$ cat src/rtl/watchdog_pkg.sv
// Shared types and widths for the commit-stream end-of-simulation watchdog.
package watchdog_pkg;

  localparam int ORDER_W   = 64;
  localparam int ERRCODE_W = 16;
  localparam int PC_W      = 32;

  typedef enum logic [2:0] {
    ST_RUNNING = 3'd0,
    ST_HALT    = 3'd1,
    ST_TIMEOUT = 3'd2,
    ST_ERRCODE = 3'd3,
    ST_PROTO   = 3'd4,
    ST_STALL   = 3'd5
  } status_e;

  typedef enum logic [1:0] {
    RUN   = 2'd0,
    DRAIN = 2'd1,
    DONE  = 2'd2
  } state_e;

endpackage

$ cat src/rtl/commit_scan.sv
// Combinational scan of one cycle's commit vector: legality, first halting lane,
// and how many lanes retire once lanes above the halt are discarded.
module commit_scan
  import watchdog_pkg::*;
#(
  parameter int NUM_CH = 2
) (
  input  logic [NUM_CH-1:0]                   commit_i,
  input  logic [NUM_CH-1:0][PC_W-1:0]         pc_rdata_i,
  input  logic [NUM_CH-1:0][PC_W-1:0]         pc_wdata_i,
  output logic                                legal_o,
  output logic                                halt_valid_o,
  output logic [((NUM_CH>1)?$clog2(NUM_CH):1)-1:0] halt_idx_o,
  output logic [$clog2(NUM_CH+1)-1:0]         n_commit_o
);

  localparam int IDX_W = (NUM_CH > 1) ? $clog2(NUM_CH) : 1;
  localparam int CNT_W = $clog2(NUM_CH + 1);
  localparam logic [NUM_CH-1:0] ONE = NUM_CH'(1);

  logic [NUM_CH-1:0] hit;

  for (genvar g = 0; g < NUM_CH; g++) begin : g_lane
    assign hit[g] = commit_i[g] && (pc_rdata_i[g] == pc_wdata_i[g]);
  end

  // A legal vector is 2^k-1: adding one clears every set bit.
  assign legal_o = ((commit_i & (commit_i + ONE)) == '0);

  always_comb begin
    halt_valid_o = 1'b0;
    halt_idx_o   = '0;
    n_commit_o   = '0;
    for (int i = NUM_CH - 1; i >= 0; i--) begin
      if (hit[i]) begin
        halt_valid_o = 1'b1;
        halt_idx_o   = IDX_W'(i);
      end
    end
    for (int i = 0; i < NUM_CH; i++) begin
      if (commit_i[i] && (!halt_valid_o || (IDX_W'(i) <= halt_idx_o)))
        n_commit_o = n_commit_o + CNT_W'(1);
    end
  end

endmodule

$ cat src/rtl/commit_watchdog.sv
// End-of-simulation controller over NUM_CH commit channels: retire ordering,
// halt/timeout/error/protocol/stall detection and a sticky termination status.
module commit_watchdog
  import watchdog_pkg::*;
#(
  parameter int NUM_CH       = 2,
  parameter int TIMEOUT_W    = 32,
  parameter int DRAIN_CYCLES = 5,
  parameter int IDLE_LIMIT   = 1000
) (
  input  logic                             clk,
  input  logic                             rst,
  input  logic [TIMEOUT_W-1:0]             timeout_limit,
  input  logic [NUM_CH-1:0]                commit,
  input  logic [NUM_CH-1:0][PC_W-1:0]      pc_rdata,
  input  logic [NUM_CH-1:0][PC_W-1:0]      pc_wdata,
  input  logic [ERRCODE_W-1:0]             errcode_in,
  output logic [NUM_CH-1:0][ORDER_W-1:0]   order_out,
  output logic [ORDER_W-1:0]               commit_count,
  output logic                             halt,
  output logic                             done,
  output logic [2:0]                       status,
  output logic [ERRCODE_W-1:0]             errcode_q
);

  localparam int IDX_W  = (NUM_CH > 1) ? $clog2(NUM_CH) : 1;
  localparam int CNT_W  = $clog2(NUM_CH + 1);
  localparam int IDLE_W = 32;
  localparam logic [31:0] DRAIN_LOAD = (DRAIN_CYCLES > 1) ? 32'(DRAIN_CYCLES - 1) : 32'd0;

  logic             legal, halt_valid;
  logic [IDX_W-1:0] halt_idx;
  logic [CNT_W-1:0] n_commit;

  commit_scan #(.NUM_CH(NUM_CH)) u_scan (
    .commit_i     (commit),
    .pc_rdata_i   (pc_rdata),
    .pc_wdata_i   (pc_wdata),
    .legal_o      (legal),
    .halt_valid_o (halt_valid),
    .halt_idx_o   (halt_idx),
    .n_commit_o   (n_commit)
  );

  state_e                 state_q, state_d;
  status_e                status_q, status_d;
  logic                   halt_q, halt_d;
  logic [ERRCODE_W-1:0]   err_q, err_d;
  logic [ORDER_W-1:0]     cnt_q, cnt_d;
  logic [TIMEOUT_W-1:0]   cyc_q, cyc_d;
  logic [IDLE_W-1:0]      idle_q, idle_d;
  logic [31:0]            drain_q, drain_d;

  logic [ORDER_W:0]       cnt_sum;
  logic                   timeout_hit, stall_hit;

  assign cnt_sum     = {1'b0, cnt_q} + (ORDER_W+1)'(n_commit);
  // One extra bit so cycle_cnt + 1 cannot wrap at saturation.
  assign timeout_hit = (timeout_limit != '0) &&
                       (({1'b0, cyc_q} + (TIMEOUT_W+1)'(1)) >= {1'b0, timeout_limit});
  assign stall_hit   = (IDLE_LIMIT != 0) && (commit == '0) &&
                       (({1'b0, idle_q} + (IDLE_W+1)'(1)) >= (IDLE_W+1)'(IDLE_LIMIT));

  always_comb begin
    state_d  = state_q;
    status_d = status_q;
    halt_d   = halt_q;
    err_d    = err_q;
    cnt_d    = cnt_q;
    cyc_d    = cyc_q;
    idle_d   = idle_q;
    drain_d  = drain_q;
    case (state_q)
      RUN: begin
        if (legal) cnt_d = cnt_sum[ORDER_W] ? '1 : cnt_sum[ORDER_W-1:0];
        cyc_d  = (&cyc_q) ? cyc_q : cyc_q + TIMEOUT_W'(1);
        idle_d = (commit != '0) ? '0 : ((&idle_q) ? idle_q : idle_q + IDLE_W'(1));
        if (errcode_in != '0) begin
          state_d  = DRAIN;
          status_d = ST_ERRCODE;
          err_d    = errcode_in;
          drain_d  = DRAIN_LOAD;
        end else if (!legal) begin
          state_d  = DRAIN;
          status_d = ST_PROTO;
          drain_d  = DRAIN_LOAD;
        end else if (halt_valid) begin
          state_d  = DONE;
          status_d = ST_HALT;
          halt_d   = 1'b1;
        end else if (timeout_hit) begin
          state_d  = DONE;
          status_d = ST_TIMEOUT;
        end else if (stall_hit) begin
          state_d  = DONE;
          status_d = ST_STALL;
        end
      end
      DRAIN: begin
        if (drain_q == '0) state_d = DONE;
        else               drain_d = drain_q - 32'd1;
      end
      DONE:    ;
      default: state_d = RUN;
    endcase
  end

  always_ff @(posedge clk or posedge rst) begin
    if (rst) begin
      state_q  <= RUN;
      status_q <= ST_RUNNING;
      halt_q   <= 1'b0;
      err_q    <= '0;
      cnt_q    <= '0;
      cyc_q    <= '0;
      idle_q   <= '0;
      drain_q  <= '0;
    end else begin
      state_q  <= state_d;
      status_q <= status_d;
      halt_q   <= halt_d;
      err_q    <= err_d;
      cnt_q    <= cnt_d;
      cyc_q    <= cyc_d;
      idle_q   <= idle_d;
      drain_q  <= drain_d;
    end
  end

  for (genvar g = 0; g < NUM_CH; g++) begin : g_order
    assign order_out[g] = commit[g] ? cnt_q + ORDER_W'(g) : '0;
  end

  assign commit_count = cnt_q;
  assign halt         = halt_q;
  assign done         = (state_q == DONE);
  assign status       = status_q;
  assign errcode_q    = err_q;

  logic unused_idx;
  assign unused_idx = ^halt_idx;

endmodule

$ cat config.mk
export PLATFORM = sky130hd
export DESIGN_NAME = commit_watchdog
export DESIGN_NICKNAME = d
export VERILOG_FILES = /design/src/rtl/watchdog_pkg.sv /design/src/rtl/commit_scan.sv /design/src/rtl/commit_watchdog.sv
export SDC_FILE = /design/constraint.sdc
export NUM_CORES = 1
export LEC_CHECK = 0
export ABC_AREA = 1
export BUFFER_PORTS_ARGS = -buffer_cell sky130_fd_sc_hd__buf_2
export CORE_ASPECT_RATIO = 0.7
export CORE_MARGIN = 1
export CORE_UTILIZATION = 30
export DETAILED_ROUTE_END_ITERATION = 10
export PLACE_DENSITY = 0.53
export REMOVE_ABC_BUFFERS = 1
export SETUP_SLACK_MARGIN = 0.15
export SLEW_MARGIN = 20
export SYNTH_ARGS = -nofsm -noshare
export SYNTH_HDL_FRONTEND = slang
export SYNTH_SLANG_ARGS = --single-unit
$ cat constraint.sdc
create_clock -name clk -period 5.9 [get_ports clk]
set_clock_uncertainty 0.2 [all_clocks]
set_input_delay 0.59 -clock clk [delete_from_list [all_inputs] [get_ports clk]]
set_output_delay 0.59 -clock clk [all_outputs]
set_load 0.1 [all_outputs]
==> Yosys cells after proc, flatten, opt, wreduce, memory -nomap -nowiden <==
Cells that the tools add are included.
{ "totals": {"register_bits": 182, "inputBits": 180, "output_inout_bits": 213, "wordCells": 88} }
{ "classes": {"add_sub_neg": 9, "order_cmp": 4, "eq_ne": 10, "muxes": 26, "bitwise_logic": 4, "reduce_logical": 27} }
{ "ops": {"columns": ["operator", "n"], "rows": [
  ["2-to-1 mux 64 bit", 3],
  ["2-to-1 mux 32 bit", 5],
  ["adder 32 x 1 -> 33 bit, second input constant", 2],
  ["adder 64 x 2 -> 65 bit", 1],
  ["adder 32 x 1 -> 32 bit, second input constant", 2],
  ["adder 64 x 1 -> 64 bit, second input constant", 1],
  ["== test 32 bit", 2],
  ["one-hot mux 32 bit (2 select lines)", 1],
  ["AND reduction 32 bit", 2],
  [">= comparator 33 x 10 -> 1 bit, second input constant", 1],
  [">= comparator 33 x 32 -> 1 bit", 1],
  ["logical NOT 32 bit", 1],
  ["nonzero test 32 bit", 1],
  ["subtractor 32 x 1 -> 32 bit, second input constant", 1],
  ["nonzero test 16 bit", 1],
  ["2-to-1 mux 3 bit", 5],
  ["2-to-1 mux 2 bit", 7],
  ["AND reduction 2 bit", 5],
  ["logical AND 1 bit", 6],
  ["logical NOT 2 bit", 3],
  ["inequality test 2 bit, second input constant", 3],
  ["inequality test 6 bit, second input constant", 1],
  ["one-hot mux 2 bit (3 select lines)", 1],
  ["AND reduction 3 bit", 2],
  ["other kinds (14)", 22]
]} }

==> Depth between registers and ports, before layout <==
{ "depth": {"ltp_word": 12, "mapped_depth": 33, "mapped_depth_nobuf": 33} }

==> Cells and area by module <==
A second synthesis with hierarchy kept.
{ "hier_totals": {"hier_cells": 2450, "hier_area_um2": 15219.6} }
{ "modules_own_cells": {"columns": ["module", "instances", "cells_each", "area_each_um2", "seq_area_each_um2"], "rows": [
  ["commit_watchdog", 1, 2151, 13970.9, 4554.4],
  ["commit_scan", 1, 299, 1248.7, 0.0]
]} }

==> Least setup slack after synthesis <==
No wires, ideal clock.
{ "synth_path": {"path_kind": "register to output", "startpoint": "register cnt_q[0], in the netlist commit_count[0]", "endpoint": "output order_out[119] (netlist name)", "t_arrival_ps": 4450, "t_required_ps": 5110, "setup_slack_ps": 660, "path_stages_with_launch": 12, "path_buffers": 0, "path_cell_list": "dfrtp_1 > inv_1 > nor3_1 > inv_1 > nor2_2 > inv_2 > nor2_4 > nand4_2 > or2_4 > nor2_4 > a21oi_1 > nor3_1"} }
{ "synth_lines": {"columns": ["element", "line", "text"], "rows": [
  ["start: declaration", "commit_watchdog.sv:49", "logic [ORDER_W-1:0] cnt_q, cnt_d;"],
  ["start signal: assignment", "commit_watchdog.sv:123", "cnt_q <= cnt_d;"],
  ["end: declaration", "commit_watchdog.sv:18", "output logic [NUM_CH-1:0][ORDER_W-1:0] order_out,"]
]} }

==> summary.md <==
| Metric | Value |
|---|---|
| Register area share after synthesis | 0.2993 |
| Full die area | 51630 sq um |
| Num ports | 393 |
| Most frequent CP cell | inv_1 |
| Clock-pin slew on the worst setup and hold paths | 70 ps |
| Initial core utilization | 0.3062 |
| Top delay family on crit path | simple AND/OR/NAND/NOR gates |
| Worst Hold Endpoint | errcode_q[15] |
| I/O Buffers | 392 |
| Vias in the first global route | 15170 |
| Fin crit share | 0.7532 |
| CP bufs+invs | 4 |
| First-pass GRT wire length | 88.95 mm |
| Antenna Cells | 0 |
| Mapped Cells | approximately 2400 |
| Post-DR vias/cell | between 4 and 5 |
| YS warnings | 0 |
| Worst Min Path Start | errcode_in[15] |
| Register bit total from synthesis | 182 |
| EDFF count, synth | 0 |
| Synthesized cell area | 15210 sq um |
| LEAKAGE | 0.009623 uW |
| Fmax | 0.2250 GHz |
| Slowest CP cell | nor4_1 |
| DRC Markers | 0 |
| Setup CP Type | flop to output pin |
| Initial antenna violation count | 1 |
| WL final | 57.97 mm |
| Clock buffer count from CTS | 17 |
| Crit. End Element | output pin |
| Final ANT Viol Nets | 0 |
| Wire length on met1 | 28.95 mm |
| CP Launch Type | flop |
| Unrepaired setup endpoints after global routing | no |
| Core area | 49690 sq um |
| Post-DR wirelength/cell | 16.86 um |
| Measured slew at the worst slew-check pin | 1057 ps |
| # Max-Cap Violations | 0 |
| WP data required | just over 5000 ps |
| R2R setup slack | about 1600 ps |
| Distinct cell type count of the synthesized netlist | 49 |
| RR Startpoint | cyc_q[0] |
| Pwr Density | roughly 280 nW/um^2 |
| CTS tree | yes |
| Worst Path Max Fanout | 6 |
| Syn_area_per_cell | 6.393 sq um |
| Ratio of cells with drive above 1 in the final layout | 0.2015 |
| Share of flip-flops with an asynchronous set or reset | 1.000 |
| Status | completed |
| Setup_tns | 0 ps |
| Max Used Layer | met4 |
| Post_cts resized | 0 |
| Vias | 16633 |
| Post-DP HPWL | about 47 mm |
| GRT Residual Overflow | 0 |
| GP Congestion | 0.9507 |
| H-tree depth reported by CTS | 4 |
| Die Height | 190.4 um |
| Total number of placement rows | 68 |
| WHS | ~220 ps |
| Final #Nets | 2983 |
| Arr. time, crit path | 3650 ps |
| CTS root buf | clkbuf_16 |
| Die span in x | 271.2 um |
| DRT Pass-1 Iters | 6 |
| Total global-route track usage | 0.2223 |
| WL met3 | 4.330 mm |
| Filler instances | 5474 |
| Max rail drop VDD | 0.0005014 V |
| CTS Buffer Depth | 2 |
| Worst Reg-to-Reg Cells | 33 |
| Clock Latency Late Sink | between 400 and 500 ps |
| Layout area overhead | 21.46% |
| Slowest stage delay, CP | 580 ps |
| Hold path cells | 3 |
| Slew margin rel. | 0.2937 |
| Worst Hold Class | primary input to flop |
| Clock sinks | roughly 180 |
| Final Hold Fails | 0 |
| Pins over their slew limit | 0 |
| WL met2 | roughly 24 mm |
| Crit-path cells | inv_1 -> nor4_1 -> inv_1 -> nor2_1 -> inv_1 -> nor2_1 -> nand2_1 -> o21ai_0 -> nor3b_1 -> buf_2 |
| Top FF cell, synth | dfrtp_1 |
| Largest net degree at the start of global routing | 68 |
| Worst r2r dst | state_q[1] |
| Final setup fails | 0 |
| DR iter-0 viols | roughly 1400 |
| Crit path time final | 4444 ps |
| Post-Route Utilization | 0.3719 |
[state kept, by name, indices dropped and copies added (netlist names)]
name	flops
drain_q	32
commit_count	64
cyc_q	32
errcode_q	16
state_q	2
status	3
halt	1
idle_q	32
[where the power goes]
group,switching [uW],internal (uW)
Combinational,1950,537
Sequential,174,1430
Clock,569,603
Total,2690,2570
[cells in the final DEF, fill, tap and decap left out, types with 3 or more instances in the layout]
master     count
nand2_1      547
inv_1        469
buf_2        392
nor2_1       272
dfrtp_1      182
nand3_1      141
o21ai_0      134
nor3_1        98
a21oi_1       91
xor2_1        65
nand4_1       51
ha_1          40
or2_2         29
xnor2_1       27
o31ai_1       22
nor4_1        21
inv_2         18
nor2_2        18
clkbuf_16     17
nor2_4        16
o21a_1        13
o21ai_1       10
nand3_2       10
buf_4         10
nand2_2        9
nand3b_1       6
nor3_2         5
nor4_2         5
a31oi_1        5
nor3b_1        4
inv_6          4
nand2_4        4
o21bai_1       3
nor2_8         3
inv_8          3
[routing by layer]
metal | track usage | vias up
li1 | - | 8260
met1 | 0.3370 | 7726
met2 | 0.3229 | 596
met3 | 0.04231 | 51
met4 | 0.04408 | 0
met5 | 0 | -
[worst reg2reg max path, delay by kind of cell, from the launching register on]
kind            cells  cell delay [ps]
flops               1              420
buf+inv             3              180
compound gates      1              140
fa+ha+maj           2              490
simple gates       27             2790
[logic make-up (layout without fill, tap and decap cells)]
group,after synthesis,in the layout,share of synthesized area
buffers and inverters,530,924,0.1338
AND/OR/NAND/NOR,1248,1248,0.3764
adder cells (fa/ha/maj),41,41,0.03421
XOR/XNOR,92,92,0.05296
flip-flops,182,182,0.2993
AO/OA/AOI/OAI,287,287,0.1033
[area by class of cell]
cell class	count	area, sq um	share of cell area
sequential	182	4554	0.2465
clock buffer	20	446.7	0.02417
tap	665	832.0	0.04503
multi-input combinational	1668	8628	0.4669
clock inverter	11	116.4	0.006297
timing repair buffer	403	2047	0.1108
inverter	490	1854	0.1003
[cells in the mapped netlist, types with 5 or more instances]
master | count | share of area
nand2_1 | 547 | 0.13
inv_1 | 470 | 0.12
nor2_1 | 272 | 0.067
dfrtp_1 | 182 | 0.30
nand3_1 | 141 | 0.046
o21ai_0 | 135 | 0.044
nor3_1 | 98 | 0.032
a21oi_1 | 91 | 0.030
xor2_1 | 65 | 0.037
nand4_1 | 51 | 0.021
ha_1 | 40 | 0.033
or2_2 | 29 | 0.012
xnor2_1 | 27 | 0.016
clkbuf_1 | 23 | 0.0057
o31ai_1 | 22 | 0.011
nor4_1 | 21 | 0.0086
inv_2 | 18 | 0.0044
nor2_2 | 18 | 0.0074
nor2_4 | 16 | 0.012
buf_2 | 13 | 0.0043
o21a_1 | 13 | 0.0064
nand3_2 | 10 | 0.0066
o21ai_1 | 10 | 0.0033
nand2_2 | 9 | 0.0037
nand3b_1 | 6 | 0.0030
a31oi_1 | 5 | 0.0021
nor3_2 | 5 | 0.0033
nor4_2 | 5 | 0.0041
[through the flow]
step           area (sq um)  cells  power, uW  setup slack (ps)
2_1_floorplan         15030   2340       3457             166.3
5_1_grt               18480   3439       5592              1106
6_report              18480   3439       5262              1456
3_3_place_gp          17910   3407       4090              1348
3_5_place_dp          17910   3407       4114              1249
4_1_cts               18480   3439       5301              1514
[worst max-delay path by stage]
stage	start	end	slack (ps)	cells past startpoint
floorplan	rst	commit_count[0]	170	1
global placement	pc_wdata[20]	commit_count[58]	1350	20
detailed placement	pc_wdata[16]	commit_count[13]	1250	20
CTS	commit_count[18]	order_out[98]	1510	10
global route	cyc_q[0]	state_q[1]	1110	33
finish	commit_count[18]	order_out[98]	1460	10
[what timing repair did]
item                                    in CTS  in global routing
endpoints found under the setup margin       0                  0
endpoints found under the hold margin       25                  0
setup buffers                                0                  0
hold buffers                                 1                  0
(Power assumes the default switching activity.)
